### config.mk
export PLATFORM = sky130hd
export DESIGN_NAME = rpsc_fault_latch_flat
export DESIGN_NICKNAME = d
export VERILOG_FILES = /design/src/rtl/rpsc_fault_latch_pkg.sv /design/src/rtl/rpsc_fault_latch_if.sv /design/src/rtl/rpsc_debounce.sv /design/src/rtl/rpsc_fault_latch.sv /design/src/flat_wrapper.sv
export SDC_FILE = /design/constraint.sdc
export NUM_CORES = 1
export LEC_CHECK = 0
export ABC_AREA = 1
export CORE_MARGIN = 1.5
export CORE_UTILIZATION = 61
export CTS_CLUSTER_SIZE = 14
export DETAILED_ROUTE_END_ITERATION = 6
export DONT_BUFFER_PORTS = 1
export GPL_TIMING_DRIVEN = 0
export PLACE_DENSITY = 0.77
export SETUP_SLACK_MARGIN = 0.15
export SLEW_MARGIN = 20
export SYNTH_ARGS = -nofsm -noshare
export SYNTH_HDL_FRONTEND = slang
export SYNTH_SLANG_ARGS = --single-unit
### constraint.sdc
create_clock -name clk -period 2.8 [get_ports clk]
set_input_delay 0.7 -clock clk [delete_from_list [all_inputs] [get_ports clk]]
set_output_delay 0.7 -clock clk [all_outputs]
set_load 0.02 [all_outputs]
### src/rtl/rpsc_fault_latch_pkg.sv
// rpsc_pkg: shared constants, state encoding and first-fault encoder for the RPSC fault latch
package rpsc_pkg;
  localparam int NUM_FF = 6;
  localparam logic [2:0] FIRST_FAULT_NONE = 3'd0;
  typedef enum logic [1:0] {NORMAL = 2'd0, TRIPPED = 2'd1, CLEAR_HOLD = 2'd2} state_t;
  function automatic logic [2:0] first_code(input logic [NUM_FF-1:0] v);
    logic [2:0] c;
    c = FIRST_FAULT_NONE;
    for (int k = NUM_FF - 1; k >= 0; k--) c = v[k] ? 3'(k + 1) : c;
    return c;
  endfunction
endpackage

### src/rtl/rpsc_fault_latch_if.sv
// rpsc_fault_latch_if: raw fault / reset-button inputs and latched fault outputs of the RPSC fault latch
interface rpsc_fault_latch_if;
  import rpsc_pkg::*;
  logic [NUM_FF-1:0] i_Fault_Raw;
  logic              i_Not_Fault_Reset;
  logic [NUM_FF-1:0] o_FF;
  logic              o_Any_Fault;
  logic [2:0]        o_First_Fault;
  state_t            o_State;
  modport master (output i_Fault_Raw, i_Not_Fault_Reset, input o_FF, o_Any_Fault, o_First_Fault, o_State);
  modport slave (input i_Fault_Raw, i_Not_Fault_Reset, output o_FF, o_Any_Fault, o_First_Fault, o_State);
endinterface

### src/rtl/rpsc_debounce.sv
// rpsc_debounce: 2-flop synchronizer plus saturating run-length counter; qual is high once FILTER_CYCLES consecutive highs are seen
module rpsc_debounce #(
  parameter int FILTER_CYCLES = 16
) (
  input  logic clk,
  input  logic rst_n,
  input  logic raw,
  output logic qual
);
  localparam int W = $clog2(FILTER_CYCLES + 1);
  localparam logic [W-1:0] LIM = W'(FILTER_CYCLES);
  logic s1, s2;
  logic [W-1:0] cnt;
  always_ff @(posedge clk or negedge rst_n) begin
    if (!rst_n) begin
      s1  <= 1'b0;
      s2  <= 1'b0;
      cnt <= '0;
    end else begin
      s1  <= raw;
      s2  <= s1;
      cnt <= !s2 ? '0 : cnt == LIM ? cnt : cnt + W'(1);
    end
  end
  assign qual = cnt == LIM;
endmodule

### src/rtl/rpsc_fault_latch.sv
// rpsc_fault_latch: filtered fault latches with operator clear and state machine; define RPSC_FIRST_FAULT_EN to enable first-fault capture
module rpsc_fault_latch
  import rpsc_pkg::*;
#(
  parameter int FILTER_CYCLES = 16
) (
  input logic clk,
  input logic rst_n,
  rpsc_fault_latch_if.slave bus
);
  logic [NUM_FF-1:0] qual, ff, ff_next;
  logic rst_s1, rst_s2, rst_s3, clr, any_q;
  state_t state, state_next;
  genvar k;
  for (k = 0; k < NUM_FF; k++) begin : g_ch
    rpsc_debounce #(.FILTER_CYCLES(FILTER_CYCLES)) u_db (
      .clk (clk),
      .rst_n(rst_n),
      .raw (bus.i_Fault_Raw[k]),
      .qual(qual[k])
    );
  end
  // One clear per press: falling edge of the synchronized button, never while already holding
  always_comb begin
    clr        = rst_s3 & ~rst_s2 & (state != CLEAR_HOLD);
    ff_next    = clr ? qual : ff | qual;
    state_next = clr ? CLEAR_HOLD :
                 state == CLEAR_HOLD ? (rst_s2 ? (|ff_next ? TRIPPED : NORMAL) : CLEAR_HOLD) :
                 |ff_next ? TRIPPED : NORMAL;
  end
  always_ff @(posedge clk or negedge rst_n) begin
    if (!rst_n) begin
      rst_s1 <= 1'b1;
      rst_s2 <= 1'b1;
      rst_s3 <= 1'b1;
      ff     <= '0;
      any_q  <= 1'b0;
      state  <= NORMAL;
    end else begin
      rst_s1 <= bus.i_Not_Fault_Reset;
      rst_s2 <= rst_s1;
      rst_s3 <= rst_s2;
      ff     <= ff_next;
      any_q  <= |ff_next;
      state  <= state_next;
    end
  end
`ifdef RPSC_FIRST_FAULT_EN
  logic [2:0] first;
  always_ff @(posedge clk or negedge rst_n) begin
    if (!rst_n) first <= FIRST_FAULT_NONE;
    else first <= ~|ff_next ? FIRST_FAULT_NONE : ~|ff ? first_code(ff_next) : first;
  end
  assign bus.o_First_Fault = first;
`else
  assign bus.o_First_Fault = FIRST_FAULT_NONE;
`endif
  assign bus.o_FF        = ff;
  assign bus.o_Any_Fault = any_q;
  assign bus.o_State     = state;
endmodule

### src/flat_wrapper.sv
// flat-port wrapper written by rule: the top's interface ports become plain ports
module rpsc_fault_latch_flat import rpsc_pkg::*;
#(
  parameter int FILTER_CYCLES = 16
)
  (clk, rst_n, bus_i_Fault_Raw, bus_i_Not_Fault_Reset, bus_o_FF, bus_o_Any_Fault, bus_o_First_Fault, bus_o_State);
  rpsc_fault_latch_if bus_i ();
  input logic clk;
  input logic rst_n;
  input wire logic [$bits(bus_i.i_Fault_Raw)-1:0] bus_i_Fault_Raw;
  input wire logic [$bits(bus_i.i_Not_Fault_Reset)-1:0] bus_i_Not_Fault_Reset;
  output wire logic [$bits(bus_i.o_FF)-1:0] bus_o_FF;
  output wire logic [$bits(bus_i.o_Any_Fault)-1:0] bus_o_Any_Fault;
  output wire logic [$bits(bus_i.o_First_Fault)-1:0] bus_o_First_Fault;
  output wire logic [$bits(bus_i.o_State)-1:0] bus_o_State;
  assign bus_i.i_Fault_Raw = bus_i_Fault_Raw;
  assign bus_i.i_Not_Fault_Reset = bus_i_Not_Fault_Reset;
  assign bus_o_FF = bus_i.o_FF;
  assign bus_o_Any_Fault = bus_i.o_Any_Fault;
  assign bus_o_First_Fault = bus_i.o_First_Fault;
  assign bus_o_State = bus_i.o_State;
  rpsc_fault_latch #(.FILTER_CYCLES(FILTER_CYCLES)) u_core (.clk(clk), .rst_n(rst_n), .bus(bus_i));
endmodule
==> summary.txt, run 1 <==
Synth
  • Post-synth top area share: approximately 56%
  • Area contributors post-synth: dfrtp_1 56%, ha_1 6.6%, a21oi_1 4.4%, inv_1 3.8%, o21ai_1 3.7%
  • Synthesized instance count: 219
  • Synth cell types: 25
  • Synth Register Bits: 54
  • Ys Warns: 0
  • Register area share after synthesis: 59.2%
  • Synth Cell Area: 0.00229 sq mm
  • Leading area contributor after synthesis: dfrtp_1
  • Syn_area_per_cell: 10.5 sq um

Power and ir drop
  • Switching pwr: approximately 320 uW
  • P_int: 1.05 mW
  • Pwr per Cell Area: 557 mW/mm^2
  • Sw Share: 23.2%
  • Static leakage: 1.22 nW
  • Power Total: around 1.4 mW
  • Gate power share: about 6.0%
  • VDD IR-drop max: 0.463 mV
  • Register share of total power: 61.7%
  • Clk network pwr share: 32.3%

Floorplan
  • Core area: between 0.003 and 0.004 sq mm
  • Die width: 64.3 um
  • Rows: 22
  • Die Area: 0.00413 sq mm
  • Height of the die: 64.3 um
  • Initial Utilization: between 60% and 70%
  • Io pins: 21

Timing
  • Final setup fails: 0
  • Setup WS post-layout: 1.30 ns
  • Fin crit share: 53.7%
  • Final critical-path required period: 1.50 ns
  • Setup_tns: 0 ns
  • RSZ-0062 raised after global routing: no
  • Fin Hold WS: just under 0.07 ns
  • Hold Fails Final Rpt: 0
  • Max Slew Vio Count: 0
  • Worst Skew: around 0.011 ns
  • Max Clk Rate: 666 MHz

Clocking
  • Clk_lat worst skew: just over 0.3 ns
  • CTS Sinks: 54
  • CTS clk-pin slew, worst paths: 0.10 ns
  • Setup Fix Bufs, Post-CTS: 0
  • CTS Hold Bufs: 0
  • Clock Tree Root: clkbuf_8
  • Quantity of gates resized following cts: 0
  • CTS Buffer Depth: 2
  • CTS tree: yes
  • H-tree depth: 2
  • Total CTS buffers: 5

GRT
  • Vias in the first global route: around 1,300
  • First-pass GRT wire length: 5890 um
  • GRT Residual Overflow: 0
  • Largest net degree at the start of global routing: 55
  • GRT Total Usage: 18.9%
  • Initial antenna violation count: 0

Cells and area
  • Number of diodes: 0
  • Fin cells: around 280
  • Share of cells above drive strength 1: between 10% and 20%
  • Final net count: 249
  • Most common cell after layout, fill and taps aside: dfrtp_1
  • Design area: 0.00245 sq mm
  • Final Util: between 60% and 70%
  • Leading cell types in the layout, fill and taps excluded: 51 x dfrtp_1, 23 x inv_1, 21 x nand2_1, 20 x a21oi_1, 17 x o21ai_1
  • Area Overhead vs Synth: 7.10%

Worst setup path
  • Critical path data required time: 2.10 ns
  • FF-to-FF End: u_core.bus.o_State[0]
  • Crit path capture type: output port
  • Worst r2r src: u_core.g_ch[2].u_db.cnt[0]
  • CP Launch Type: flop
  • Crit path max fanout: 2
  • Worst EP arrival: 0.80 ns
  • Worst R2R Path Depth: 8
  • R2R Setup Slk: 1.46 ns
  • Setup CP Type: reg2out

Placed design
  • Post-DP Area: 0.00236 sq mm
  • Dpl cells: 269
  • Post-DP HPWL: 2400 um
  • GP Congestion: 0.736
  • Port bufs: 0
  • Post-place setup slack: roughly 1.5 ns

Drt
  • WL/cell: around 12 um
  • DRC violations left: 0
  • Via count: 1,412
  • Post-route ant nets: 0
  • DRT Wirelength: 3330 um
  • Drt pass-1 iters: 5
  • Drt via density: 5.10
  • DRT iter0 DRCs: between 100 and 150

Run status
  • Status: complete, no violations

Flow run
  • Maximum Capacitance Violations: 0

Min path
  • Worst min path class: in2async
## power groups by stage
stage / clock, mW / sequential, mW / combinational (mW)
2_1_floorplan: 0 / 0.852 / 0.0711
3_3_place_gp: 0 / 0.858 / 0.0785
3_5_place_dp: 0 / 0.859 / 0.0830
4_1_cts: 0.459 / 0.844 / 0.0832
5_1_grt: 0.490 / 0.848 / 0.0964
6_report: 0.442 / 0.843 / 0.0817
## synthesized netlist by cell type
| master | count |
|---|---|
| a211oi_1 | 1 |
| a21oi_1 | 20 |
| buf_4 | 3 |
| bufinv_8 | 1 |
| conb_1 | 1 |
| dfrtp_1 | 51 |
| dfstp_2 | 3 |
| ha_1 | 12 |
| inv_1 | 23 |
| inv_2 | 13 |
| nand2_1 | 21 |
| nand2_2 | 5 |
| nand2_4 | 1 |
| nand3_1 | 14 |
| nand3_2 | 2 |
| nand4_1 | 3 |
| nand4_2 | 1 |
| nand4_4 | 1 |
| nor2_1 | 12 |
| nor2_2 | 2 |
| nor2_4 | 2 |
| nor3_1 | 4 |
| o21ai_0 | 1 |
| o21ai_1 | 17 |
| xor2_1 | 5 |
## cells by family (layout without fill, tap and decap cells)
family / after synthesis / count (layout) / share of synthesized area (%)
simple gates: 68 / 68 / 15.9
other cells: 1 / 3 / 0.164
buf+inv: 40 / 48 / 7.65
compound gates: 39 / 39 / 8.63
fa+ha+maj: 12 / 12 / 6.56
flops: 54 / 54 / 59.2
xor+xnor: 5 / 5 / 1.91
## area by class of cell
cell class              instances  area (sq um)
inverters                      37           153
fillers                       298          1180
plain buffers                   3          22.5
multi-input cells             127           767
clock inverters                 2          12.5
clock buffers                   6          82.6
flip-flops and latches         54          1360
well taps                      48          60.1
## layer usage
layer / track usage [%] / vias up / part of all wire [%]
li1: - / 717 / -
met1: 22.1 / 668 / 45
met2: 32.3 / 21 / 49
met3: 5.99 / 6 / 4.1
met4: 7.98 / 0 / 1.7
met5: 0 / - / 0
## flip-flops by register name, indices dropped and copies added, names as in the netlist
name,cells
u_core.g_ch.u_db.cnt,30
u_core.bus.o_FF,6
u_core.g_ch.u_db.s1,6
u_core.g_ch.u_db.s2,6
u_core.bus.o_State,2
u_core.bus.o_Any_Fault,1
u_core.rst_s1,1
u_core.rst_s2,1
u_core.rst_s3,1
## how the worst max path moves through the flow
stage | startpoint | to | slack (ns) | cells past startpoint
global placement | u_core.g_ch[2].u_db.cnt[0] | u_core.bus.o_State[0] | 1.49 | 8
CTS | u_core.bus.o_FF[0] | bus_o_FF[0] | 1.29 | 0
floorplan | u_core.g_ch[2].u_db.cnt[0] | u_core.bus.o_State[0] | 1.61 | 8
global route | u_core.bus.o_FF[0] | bus_o_FF[0] | 1.25 | 0
detailed placement | u_core.g_ch[2].u_db.cnt[0] | u_core.bus.o_State[0] | 1.45 | 8
finish | u_core.bus.o_FF[0] | bus_o_FF[0] | 1.30 | 0
(Power assumes the default switching activity.)
==> run 2, diff against run 1 <==
CORE_UTILIZATION = 56   (was 61)
PLACE_DENSITY = 0.74   (was 0.77)
clock period = 1.3 ns   (was 2.8 ns; I/O delays follow)
==> summary.txt, run 2 (synthesized netlist as in run 1, its figures left out) <==
Timing
  • Worst Skew: 0.0135 ns
  • RSZ-0062 raised after global routing: yes
  • Hold Fails Final Rpt: 54
  • Max Clk Rate: 770 MHz
  • Setup_tns: 0 ns
  • Fin Hold WS: -0.302 ns
  • Setup WS post-layout: 0.00101 ns
  • Fin crit share: 99.9%
  • Final setup fails: 0
  • Final critical-path required period: 1.30 ns
  • Max Slew Vio Count: 0

Cells and area
  • Area Overhead vs Synth: 26.1%
  • Fin cells: 300
  • Final Util: 72.7%
  • Leading cell types in the layout, fill and taps excluded: 49 x dfrtp_1, 21 x inv_2, 20 x buf_4, 17 x nand2_1, 16 x a21oi_1
  • Most common cell after layout, fill and taps aside: dfrtp_1
  • Max reg flops: 30
  • Layout filler cell count: 250
  • Design area: 0.00289 sq mm
  • Most flop-heavy register: u_core.g_ch.u_db.cnt
  • Share of cells above drive strength 1: roughly 42%
  • Number of diodes: 0
  • Final net count: 271

Drt
  • Post-route ant nets: 0
  • DRT iter0 DRCs: 82
  • Via count: 1,531
  • DRT Wirelength: 4090 um
  • Drt pass-1 iters: 4
  • WL/cell: 13.6 um
  • DRC violations left: 0
  • Drt via density: 5.10

Placed design
  • Post-place setup slack: -0.00447 ns
  • Dpl cells: 271
  • GP Congestion: 0.747
  • Post-DP HPWL: 2330 um
  • Post-DP Area: 0.00236 sq mm
  • Port bufs: 0

Power and ir drop
  • Gate power share: between 10% and 20%
  • Switching pwr: 743 uW
  • Clk network pwr share: 34.1%
  • Static leakage: roughly 1.3 nW
  • Pwr per Cell Area: 1140 mW/mm^2
  • VDD IR-drop max: 0.981 mV
  • Sw Share: 22.6%
  • Power Total: 3.29 mW
  • P_int: ~2.5 mW
  • Register share of total power: 55.3%

Clocking
  • CTS Buffer Depth: 2
  • Total CTS buffers: 5
  • CTS tree: yes
  • CTS clk-pin slew, worst paths: roughly 0.1 ns
  • CTS Sinks: 54
  • Clock Tree Root: clkbuf_8
  • Clk_lat worst skew: 0.31 ns
  • H-tree depth: 2

Run status
  • Failing checks: negative hold slack
  • Status: complete, but fails checks

GRT
  • GRT Total Usage: 17.6%
  • Largest net degree at the start of global routing: 55
  • Initial antenna violation count: 0
  • First-pass GRT wire length: 5730 um
  • Vias in the first global route: 1,344
  • GRT Residual Overflow: 0

Worst setup path
  • Critical path data required time: 1.51 ns
  • Crit path capture type: flop
  • Setup CP Type: reg2reg
  • CP Launch Type: flop
  • Crit path max fanout: 6
  • Worst R2R Path Depth: 9
  • Worst EP arrival: approximately 1.5 ns

Floorplan
  • Core area: 0.00397 sq mm
  • Die Area: 0.00448 sq mm
  • Die width: 66.9 um
  • Rows: 23
  • Height of the die: 66.9 um
  • Initial Utilization: 57.7%
  • Io pins: 21

Min path
  • Worst min path class: in2async

Flow run
  • Maximum Capacitance Violations: 0
[run 2: changes by cell type in the layout (fill, tap and decap cells not counted), moves of 5 or more]
cell     delta
ha_4        +8
ha_1       -12
inv_1       -8
inv_2       +8
nand3_1     -5
buf_4      +17
[run 2: cell type report]
| type | instances | area (sq um) | area share (%) |
|---|---|---|---|
| clock inverter | 1 | 30.0 | 1.04 |
| sequential | 54 | 1360 | 47.0 |
| buffer | 3 | 22.5 | 0.780 |
| timing repair buffer | 22 | 183 | 6.33 |
| tap | 50 | 62.6 | 2.17 |
| multi-input combinational | 127 | 996 | 34.5 |
| clock buffer | 6 | 82.6 | 2.86 |
| inverter | 37 | 153 | 5.29 |
[run 2: routing by layer]
metal	global-route usage [%]	up-vias	routed length (um)
li1	-	754	-
met1	20.6	743	1700
met2	29.3	28	2140
met3	6.42	6	179
met4	6.89	0	58
met5	0	-	0
[run 2: timing repair]
item,in CTS,in global routing
pin swaps,7,9
endpoints found under the hold margin,54,55
buffers inserted,5,17
endpoints found under the setup margin,11,22
resized for setup,6,55
[run 2: power by group through the flow]
stage | Clock, mW | Sequential [mW] | Combinational [mW]
global placement | 0 | 1.85 | 0.170
global route | 1.21 | 1.83 | 0.388
finish | 1.12 | 1.82 | 0.349
detailed placement | 0 | 1.85 | 0.181
floorplan | 0 | 1.84 | 0.154
CTS | 1.15 | 1.82 | 0.205
[run 2: worst paths after layout]
path,startpoint,to,slack [ns]
worst max-delay path,u_core.rst_s3,u_core.bus.o_State[0],0.001
worst min-delay path,rst_n,u_core.g_ch[2].u_db.cnt[4],-0.30
worst max register to register,u_core.rst_s3,u_core.bus.o_State[0],0.001
worst min register to register,u_core.g_ch[5].u_db.s1,u_core.g_ch[5].u_db.s2,0.35
max in group asynchronous,rst_n,u_core.rst_s1,1.41
min in group clk,bus_i_Fault_Raw[2],u_core.g_ch[2].u_db.s1,0.03
[run 2: critical path, cell delays in order (launching register included)]
cell and delay (ns):
dfstp_2 0.53, inv_2 0.04, nor2_4 0.09, nand2_4 0.09, nand2_1 0.08, nand2_2 0.06
nor2_2 0.11, nand3_2 0.10, nand2_1 0.07, inv_1 0.03
